<file path="config.mk">
export PLATFORM = sky130hd
export DESIGN_NAME = dot_matrix_scheduler_flat
export DESIGN_NICKNAME = d
export VERILOG_FILES = /design/src/rtl/dot_matrix_scheduler_if.sv /design/src/rtl/dot_matrix_scheduler.sv /design/src/flat_wrapper.sv
export SDC_FILE = /design/constraint.sdc
export NUM_CORES = 1
export LEC_CHECK = 0
export BUFFER_PORTS_ARGS = -buffer_cell sky130_fd_sc_hd__clkbuf_2
export CORE_MARGIN = 2
export CORE_UTILIZATION = 40
export CTS_BUF_LIST = sky130_fd_sc_hd__clkbuf_8
export DETAILED_ROUTE_END_ITERATION = 8
export SLEW_MARGIN = 10
export SYNTH_ARGS = -nofsm -noshare
export SYNTH_HDL_FRONTEND = slang
export SYNTH_SLANG_ARGS = --single-unit
</file>
<file path="constraint.sdc">
create_clock -name clk -period 3.6 [get_ports clk]
set_input_delay 0.36 -clock clk [delete_from_list [all_inputs] [get_ports clk]]
set_output_delay 0.36 -clock clk [all_outputs]
set_load 0.02 [all_outputs]
</file>
<file path="src/rtl/dot_matrix_scheduler_if.sv">
// Write-side handshake for the dot-matrix scheduler: one shadow-buffer row per beat,
// with wr_last committing the frame.
interface dot_matrix_scheduler_if;
  logic       wr_valid;
  logic       wr_ready;
  logic [2:0] wr_row;
  logic [7:0] wr_data;
  logic       wr_last;

  modport master (output wr_valid, output wr_row, output wr_data, output wr_last,
                  input  wr_ready);
  modport slave  (input  wr_valid, input  wr_row, input  wr_data, input  wr_last,
                  output wr_ready);
endinterface

</file>
<file path="src/rtl/dot_matrix_scheduler.sv">
// 8x8 dot-matrix row scanner with a double-buffered frame: writes land in the shadow
// buffer, and a committed frame is swapped into the display buffer only at the row 7->0 wrap.
module dot_matrix_scheduler #(
  parameter int unsigned SCAN_DIV = 2500
) (
  input  logic                         clk,
  input  logic                         reset,
  dot_matrix_scheduler_if.slave        wr,
  output logic [7:0]                   dot_row,
  output logic [7:0]                   dot_column,
  output logic                         frame_swap
);

  typedef enum logic {ST_OPEN, ST_PENDING} wr_state_e;

  localparam logic [15:0] PRESC_MAX = 16'(SCAN_DIV - 1);

  logic [15:0]     presc_q, presc_d;
  logic [2:0]      row_q, row_d;
  wr_state_e       state_q, state_d;
  logic [7:0][7:0] shadow_q, shadow_d;
  logic [7:0][7:0] display_q, display_d;
  logic [7:0]      dot_row_q, dot_row_d;
  logic [7:0]      dot_col_q, dot_col_d;
  logic            swap_q, swap_d;

  logic            tick;
  logic            wrap_tick;
  logic            accept;
  logic            do_swap;

  function automatic logic [7:0] row_select(input logic [2:0] r);
    return ~(8'h80 >> r);
  endfunction

  assign tick      = (presc_q == PRESC_MAX);
  assign wrap_tick = tick && (row_q == 3'd7);
  assign accept    = (state_q == ST_OPEN) && wr.wr_valid;
  // A commit accepted on the wrap tick itself is still OPEN here, so it waits a full frame.
  assign do_swap   = (state_q == ST_PENDING) && wrap_tick;

  always_comb begin
    presc_d   = tick ? 16'd0 : presc_q + 16'd1;
    row_d     = row_q;
    state_d   = state_q;
    shadow_d  = shadow_q;
    display_d = display_q;
    dot_row_d = dot_row_q;
    dot_col_d = dot_col_q;
    swap_d    = 1'b0;

    if (accept) begin
      shadow_d[wr.wr_row] = wr.wr_data;
    end

    if (do_swap) begin
      display_d = shadow_q;
      swap_d    = 1'b1;
      state_d   = ST_OPEN;
    end else if (accept && wr.wr_last) begin
      state_d = ST_PENDING;
    end

    // Column data comes from display_d so the swapping tick already shows the new row 0.
    if (tick) begin
      row_d     = row_q + 3'd1;
      dot_row_d = row_select(row_d);
      dot_col_d = display_d[row_d];
    end
  end

  always_ff @(posedge clk or negedge reset) begin
    if (!reset) begin
      presc_q   <= 16'd0;
      row_q     <= 3'd7;
      state_q   <= ST_OPEN;
      shadow_q  <= '0;
      display_q <= '0;
      dot_row_q <= 8'hFF;
      dot_col_q <= 8'h00;
      swap_q    <= 1'b0;
    end else begin
      presc_q   <= presc_d;
      row_q     <= row_d;
      state_q   <= state_d;
      shadow_q  <= shadow_d;
      display_q <= display_d;
      dot_row_q <= dot_row_d;
      dot_col_q <= dot_col_d;
      swap_q    <= swap_d;
    end
  end

  assign wr.wr_ready = (state_q == ST_OPEN);
  assign dot_row     = dot_row_q;
  assign dot_column  = dot_col_q;
  assign frame_swap  = swap_q;

endmodule

</file>
<file path="src/flat_wrapper.sv">
// flat-port wrapper written by rule: the top's interface ports become plain ports
module dot_matrix_scheduler_flat 
#(
  parameter int unsigned SCAN_DIV = 2500
)
  (clk, reset, dot_row, dot_column, frame_swap, wr_wr_valid, wr_wr_row, wr_wr_data, wr_wr_last, wr_wr_ready);
  dot_matrix_scheduler_if wr_i ();
  input  logic clk;
  input  logic reset;
  output logic [7:0] dot_row;
  output logic [7:0] dot_column;
  output logic frame_swap;
  input wire logic [$bits(wr_i.wr_valid)-1:0] wr_wr_valid;
  input wire logic [$bits(wr_i.wr_row)-1:0] wr_wr_row;
  input wire logic [$bits(wr_i.wr_data)-1:0] wr_wr_data;
  input wire logic [$bits(wr_i.wr_last)-1:0] wr_wr_last;
  output wire logic [$bits(wr_i.wr_ready)-1:0] wr_wr_ready;
  assign wr_i.wr_valid = wr_wr_valid;
  assign wr_i.wr_row = wr_wr_row;
  assign wr_i.wr_data = wr_wr_data;
  assign wr_i.wr_last = wr_wr_last;
  assign wr_wr_ready = wr_i.wr_ready;
  dot_matrix_scheduler #(.SCAN_DIV(SCAN_DIV)) u_core (.clk(clk), .reset(reset), .wr(wr_i), .dot_row(dot_row), .dot_column(dot_column), .frame_swap(frame_swap));
endmodule
</file>
**After elaboration in Yosys (flattened, before gate mapping)**

Cells that the tools add are included.

- Flip-flop bits (word level): 165
- Logic and storage cells: 48

- Add/subtract/negate cells: 2
- Order comparisons: 3
- Eq/ne operators: 2
- Shifts and indexed selects: 1
- Multiplexer cells: 10
- Bitwise gates (word level): 2
- Reduce and logical (&&, ||, !) cells: 6

Operator list:

| operator | number |
|---|---|
| $bwmux 64 | 1 |
| $mux 64 | 1 |
| $bmux 8 s3 | 1 |
| $demux 8 s3 | 1 |
| $add 16x1->16 const B | 1 |
| $eq 16x12->1 const B | 1 |
| $mux 16 | 1 |
| $mux 8 | 2 |
| $lt 3x4->1 const B | 2 |
| $not 8->8 | 1 |
| $shr 8x3->8 const A | 1 |
| $logic_and 1x1->1 | 5 |
| $add 3x1->3 const B | 1 |
| $eq 3x3->1 const B | 1 |
| $ge 3x1->1 const B | 1 |
| $mux 1 | 3 |
| $reduce_bool 2->1 | 1 |
| $not 1->1 | 1 |

**Depth between registers and ports, before layout**

- Word-level depth: 6
- Gate-level depth with buffers: 10
- Depth with buffers taken out: 7

**Worst setup path after synthesis**

OpenSTA, ideal clock, no wires.

- Path type: reg2reg
- Start point: register u_core.row_q[0]
- End point: register u_core.dot_col_q[7], in the netlist u_core.dot_column[7]
- Setup time: 0.134 ns
- Arrival time: 3.002 ns
- Required time: 3.466 ns
- Slack: 0.464 ns
- Stages on the path, launching flop included: 11
- Path buffers: 5
- Cells stage by stage: dfstp_2 > buf_2 > buf_4 > inv_1 > ha_1 > buf_2 > buf_1 > buf_2 > mux4_2 > a22oi_1 > o211ai_1

- Word-level cells in the longest chain between the ends: 6
- Elaborated cells on any way between the ends: 7

Ends and longest elaborated chain:

| element | RTL line | text |
|---|---|---|
| start, declared | dot_matrix_scheduler.sv:19 | `logic [2:0] row_q, row_d;` |
| start signal, assigned | dot_matrix_scheduler.sv:84 | `row_q <= row_d;` |
| $eq 3x3->1 | dot_matrix_scheduler.sv:37 | `assign wrap_tick = tick && (row_q == 3'd7);` |
| $logic_and 1x1->1 | dot_matrix_scheduler.sv:37 |  |
| $logic_and 1x1->1 | dot_matrix_scheduler.sv:40 | `assign do_swap = (state_q == ST_PENDING) && wrap_tick;` |
| $mux 64 | dot_matrix_scheduler.sv:56 | `if (do_swap) begin` |
| $bmux 8 s3 * | dot_matrix_scheduler.sv:68 | `dot_col_d = display_d[row_d];` |
| $mux 8 (not written as such) * | dot_matrix_scheduler.sv:68 |  |
| end signal, assigned | dot_matrix_scheduler.sv:89 | `dot_col_q <= dot_col_d;` |
| end, declared | dot_matrix_scheduler.sv:24 | `logic [7:0] dot_col_q, dot_col_d;` |

Every way passes the cells marked *; elsewhere a longest branch is shown, timed or not. The select of a mux whose other input is x is not followed.
A chain may end at the register's enable or synchronous reset.

**Worst setup path in the final report**

- Start point: register u_core.presc_q[0]
- End point: register u_core.dot_col_q[6], in the netlist u_core.dot_column[6]

- Word-level cells in the longest chain between the ends: 6

Ends and longest elaborated chain:

| element | RTL line | text |
|---|---|---|
| start, declared | dot_matrix_scheduler.sv:18 | `logic [15:0] presc_q, presc_d;` |
| start signal, assigned | dot_matrix_scheduler.sv:83 | `presc_q <= presc_d;` |
| $eq 16x12->1 * | dot_matrix_scheduler.sv:36 | `assign tick = (presc_q == PRESC_MAX);` |
| $logic_and 1x1->1 | dot_matrix_scheduler.sv:37 |  |
| $logic_and 1x1->1 | dot_matrix_scheduler.sv:40 |  |
| $mux 64 | dot_matrix_scheduler.sv:56 |  |
| $bmux 8 s3 | dot_matrix_scheduler.sv:68 |  |
| $mux 8 (not written as such) | dot_matrix_scheduler.sv:68 |  |

Marked as above.

==> out/qor.yml <==
timing:
  min_period_over_period_pct: 78.4
  fmax_mhz: 354
  rsz0062_at_grt: "false"
  final-hold-violation-count: 0
  holdWs_ps: 166
  tightest_slew_ps: 1040
  setup_viol: 0
  slew-limit-headroom_pct: 30.2
  setup_tns_ps: 0
  fin_crit_ps: 2820
  drv_slew: 0
  skew_ps: 12.6
cells_and_area:
  area_delta_synth_final_pct: 12.0
  insertedDiodeCount: 0
  post-route-util_pct: 45.7
  finalNetCount: 538
  nFillCells: 1610
  drive_above_1_share_pct: 47.6
synthesis:
  syn_area_sq_um: 7340
  synthDistinctLibCells: 36
  synthCells: 474
  ys_seq_area_share_pct: 56.5
  ys_seq_elements: 165
  synth_top_area_share_pct: 52.5
  ys.flop_type: "dfrtp_1"
  synth_warnings: 0
  async_flop_share_pct: 100
  syn-num-nets: 496
  synth.avg_cell_area_sq_um: 15.5
  yosys.area.top_type: "dfrtp_1"
  synth_edf_count: 0
  synth_area_leaders: "dfrtp_1 (53%), mux2_2 (20%), mux4_2 (9.8%), dfstp_2 (3.9%), xnor2_1 (1.4%)"
placed_design:
  gp_congestion: 0.746
  placement.io_buffers: 32
  hpwlAfterDp_mm: 9.44
critical_path:
  endpoint: "u_core.dot_column[6]"
  crit_chain: "ha_1, nor4b_4, and4_1, and3_4, buf_4, mux4_2, a22oi_1, o211ai_1"
  startpoint: "u_core.presc_q[0]"
  timing.rr.start: "u_core.presc_q[0]"
  end_kind: "register"
  crit_path_max_incr_delay_ps: 500
  crit_required_ps: 3920
  rrSetupSlack_ps: 780
  critPathLaunchType: "register"
  critPathSlowestCell: "and3_4"
  cp_max_fo: 31
  ff2ff_path_depth: 8
  arrival_ps: 3140
  r2r-end: "u_core.dot_column[6]"
  crit_type: "reg2reg"
routing:
  remaining_drc_errors: 0
  routedWlPerCell_um: 19.2
  num_vias: 4172
  drt-total-wl_mm: 14.6
  first_iter_violations: 253
  ant_nets: 0
  via_per_inst: 5.50
  dr.pass1.iters: 6
clock_network:
  tritoncts: "yes"
  h-tree-depth: 4
  clkLatencyLatePin_ps: 450
  cts_inserted_buffers: 17
  clk_pin_slew_ps: 90
  cts.sinks: 165
  cts_resized: 0
  root_buffer: "clkbuf_8"
  clock_path_buffers: 2
grt:
  grt_max_degree: 90
  grt_pass1_vias: 4420
  grtUsageTotal_pct: 16.1
  antenna_found_initial: 0
  grt-ovfl-total: 0
  grt_pass1_wl_mm: 23.9
floorplanning:
  dieWidth_um: 139
  rows: 49
  dieHeight_um: 139
  die-area_sq_um: 19400
  io_pins: 33
  fp.coreArea_sq_um: 18000
  initial_core_util_pct: 40.8
power_and_ir_drop:
  ir_worst_vdd_v: 0.000291
  leakagePower_nw: 3.78
  p_per_area_nw_per_um2: 434
min_path:
  whs_path_depth: 3
  worstHoldPathType: "in2reg"
outcome:
  outcome: "finished clean"
run:
  cap_viol_max_count: 0
==> cells in the mapped netlist (3+ instances only) <==
master    count
buf_6         5
dfrtp_1     154
a22oi_1       6
nand2_1      18
nand4_1       4
buf_2         3
and3_1        4
buf_4         8
o21ai_0       4
ha_1          7
mux4_2       32
o211ai_1      6
inv_1         5
clkbuf_1      5
a31oi_1       6
mux2i_1       8
nor2_1       16
mux2_2      128
dfstp_2      11
xnor2_1      12
nand3_1       7
xor2_1        3
==> report_power, final <==
part	total [mW]	switching, mW	internal [mW]
Sequential	1.94	0.0389	1.90
Clock	1.51	0.701	0.805
Combinational	0.115	0.0608	0.0547
==> layer usage <==
layer  global-route usage (%)  wire length [um]  up-vias
met5                        0                 0        -
met4                     4.57               154        0
met3                     4.06               462       14
met2                     25.5              7080       61
met1                     22.1              6860     2248
li1                         -                 -     1849
==> what timing repair did <==
action	4_1_cts	5_1_grt
endpoints found under the hold margin	70	0
hold buffers	1	0
buffers inserted	0	0
setup endpoints to repair	0	0
==> cell families after synthesis <==
logic type      count (synthesis)  synth area share, %
mux                           168                 30.6
flops                         165                 56.5
simple gates                   65                 5.15
compound gates                 27                 2.49
buf+inv                        27                 2.35
xor+xnor                       15                 1.79
fa+ha+maj                       7                 1.19
==> critical path, delay by kind of cell (launching register included) <==
family,cells,cell delay (ps)
AO/OA/AOI/OAI,2,290
buffers and inverters,1,320
AND/OR/NAND/NOR,3,1020
multiplexers,1,330
flip-flops,1,410
adder cells (fa/ha/maj),1,310
==> state kept, by name, indices dropped and copies added, names as in the netlist <==
name and count:
u_core.state_q 1, u_core.display_q 64, u_core.row_q 3, u_core.presc_q 16
u_core.shadow_q 64, u_core.dot_row 8, u_core.frame_swap 1, u_core.dot_column 8
==> final cells by class <==
class / instances / area (sq um) / share of cell area (%)
well taps: 229 / 287 / 3.49
clock buffers: 19 / 262 / 3.18
inverters: 5 / 18.8 / 0.228
repair buffers: 45 / 292 / 3.55
flip-flops and latches: 165 / 4140 / 50.4
multi-input cells: 282 / 3020 / 36.8
clock inverters: 13 / 195 / 2.38
==> cells in the final DEF (no fill, tap or decap), types with 2 or more instances in the layout <==
cell / instances
ha_1: 7
nand4_1: 4
buf_12: 2
dfrtp_1: 154
inv_1: 6
o211ai_1: 6
a222oi_1: 2
xnor2_1: 12
nand2_1: 18
and4_1: 2
xor2_1: 3
nor3_1: 2
clkbuf_2: 31
mux4_2: 32
nor4b_4: 2
nor2_1: 16
inv_6: 3
mux2i_1: 8
a31oi_1: 6
and2_1: 2
nor3b_2: 2
mux2_2: 128
bufinv_16: 4
buf_4: 10
nand3_1: 7
a22oi_1: 6
clkbuf_8: 19
and3_1: 4
dfstp_2: 11
clkinv_4: 3
o21ai_1: 2
o21ai_0: 4
nand3b_1: 2
==> metrics by stage <==
step	total power [mW]	area, sq um	std cells	worst slack, ps
finish	3.57	8220	758	777
global route	3.70	8220	758	622
CTS	3.61	8220	758	796
detailed placement	2.10	7750	725	804
global placement	2.09	7750	725	918
floorplan	2.02	7340	474	464
==> worst min path at each step <==
stage                                to        from
detailed placement    u_core.presc_q[8]       reset
global placement      u_core.presc_q[8]       reset
CTS                      u_core.state_q  wr_wr_last
finish                   u_core.state_q  wr_wr_last
global route             u_core.state_q  wr_wr_last
floorplan           u_core.display_q[0]       reset
Note: power is estimated with default switching activity, not from simulation.
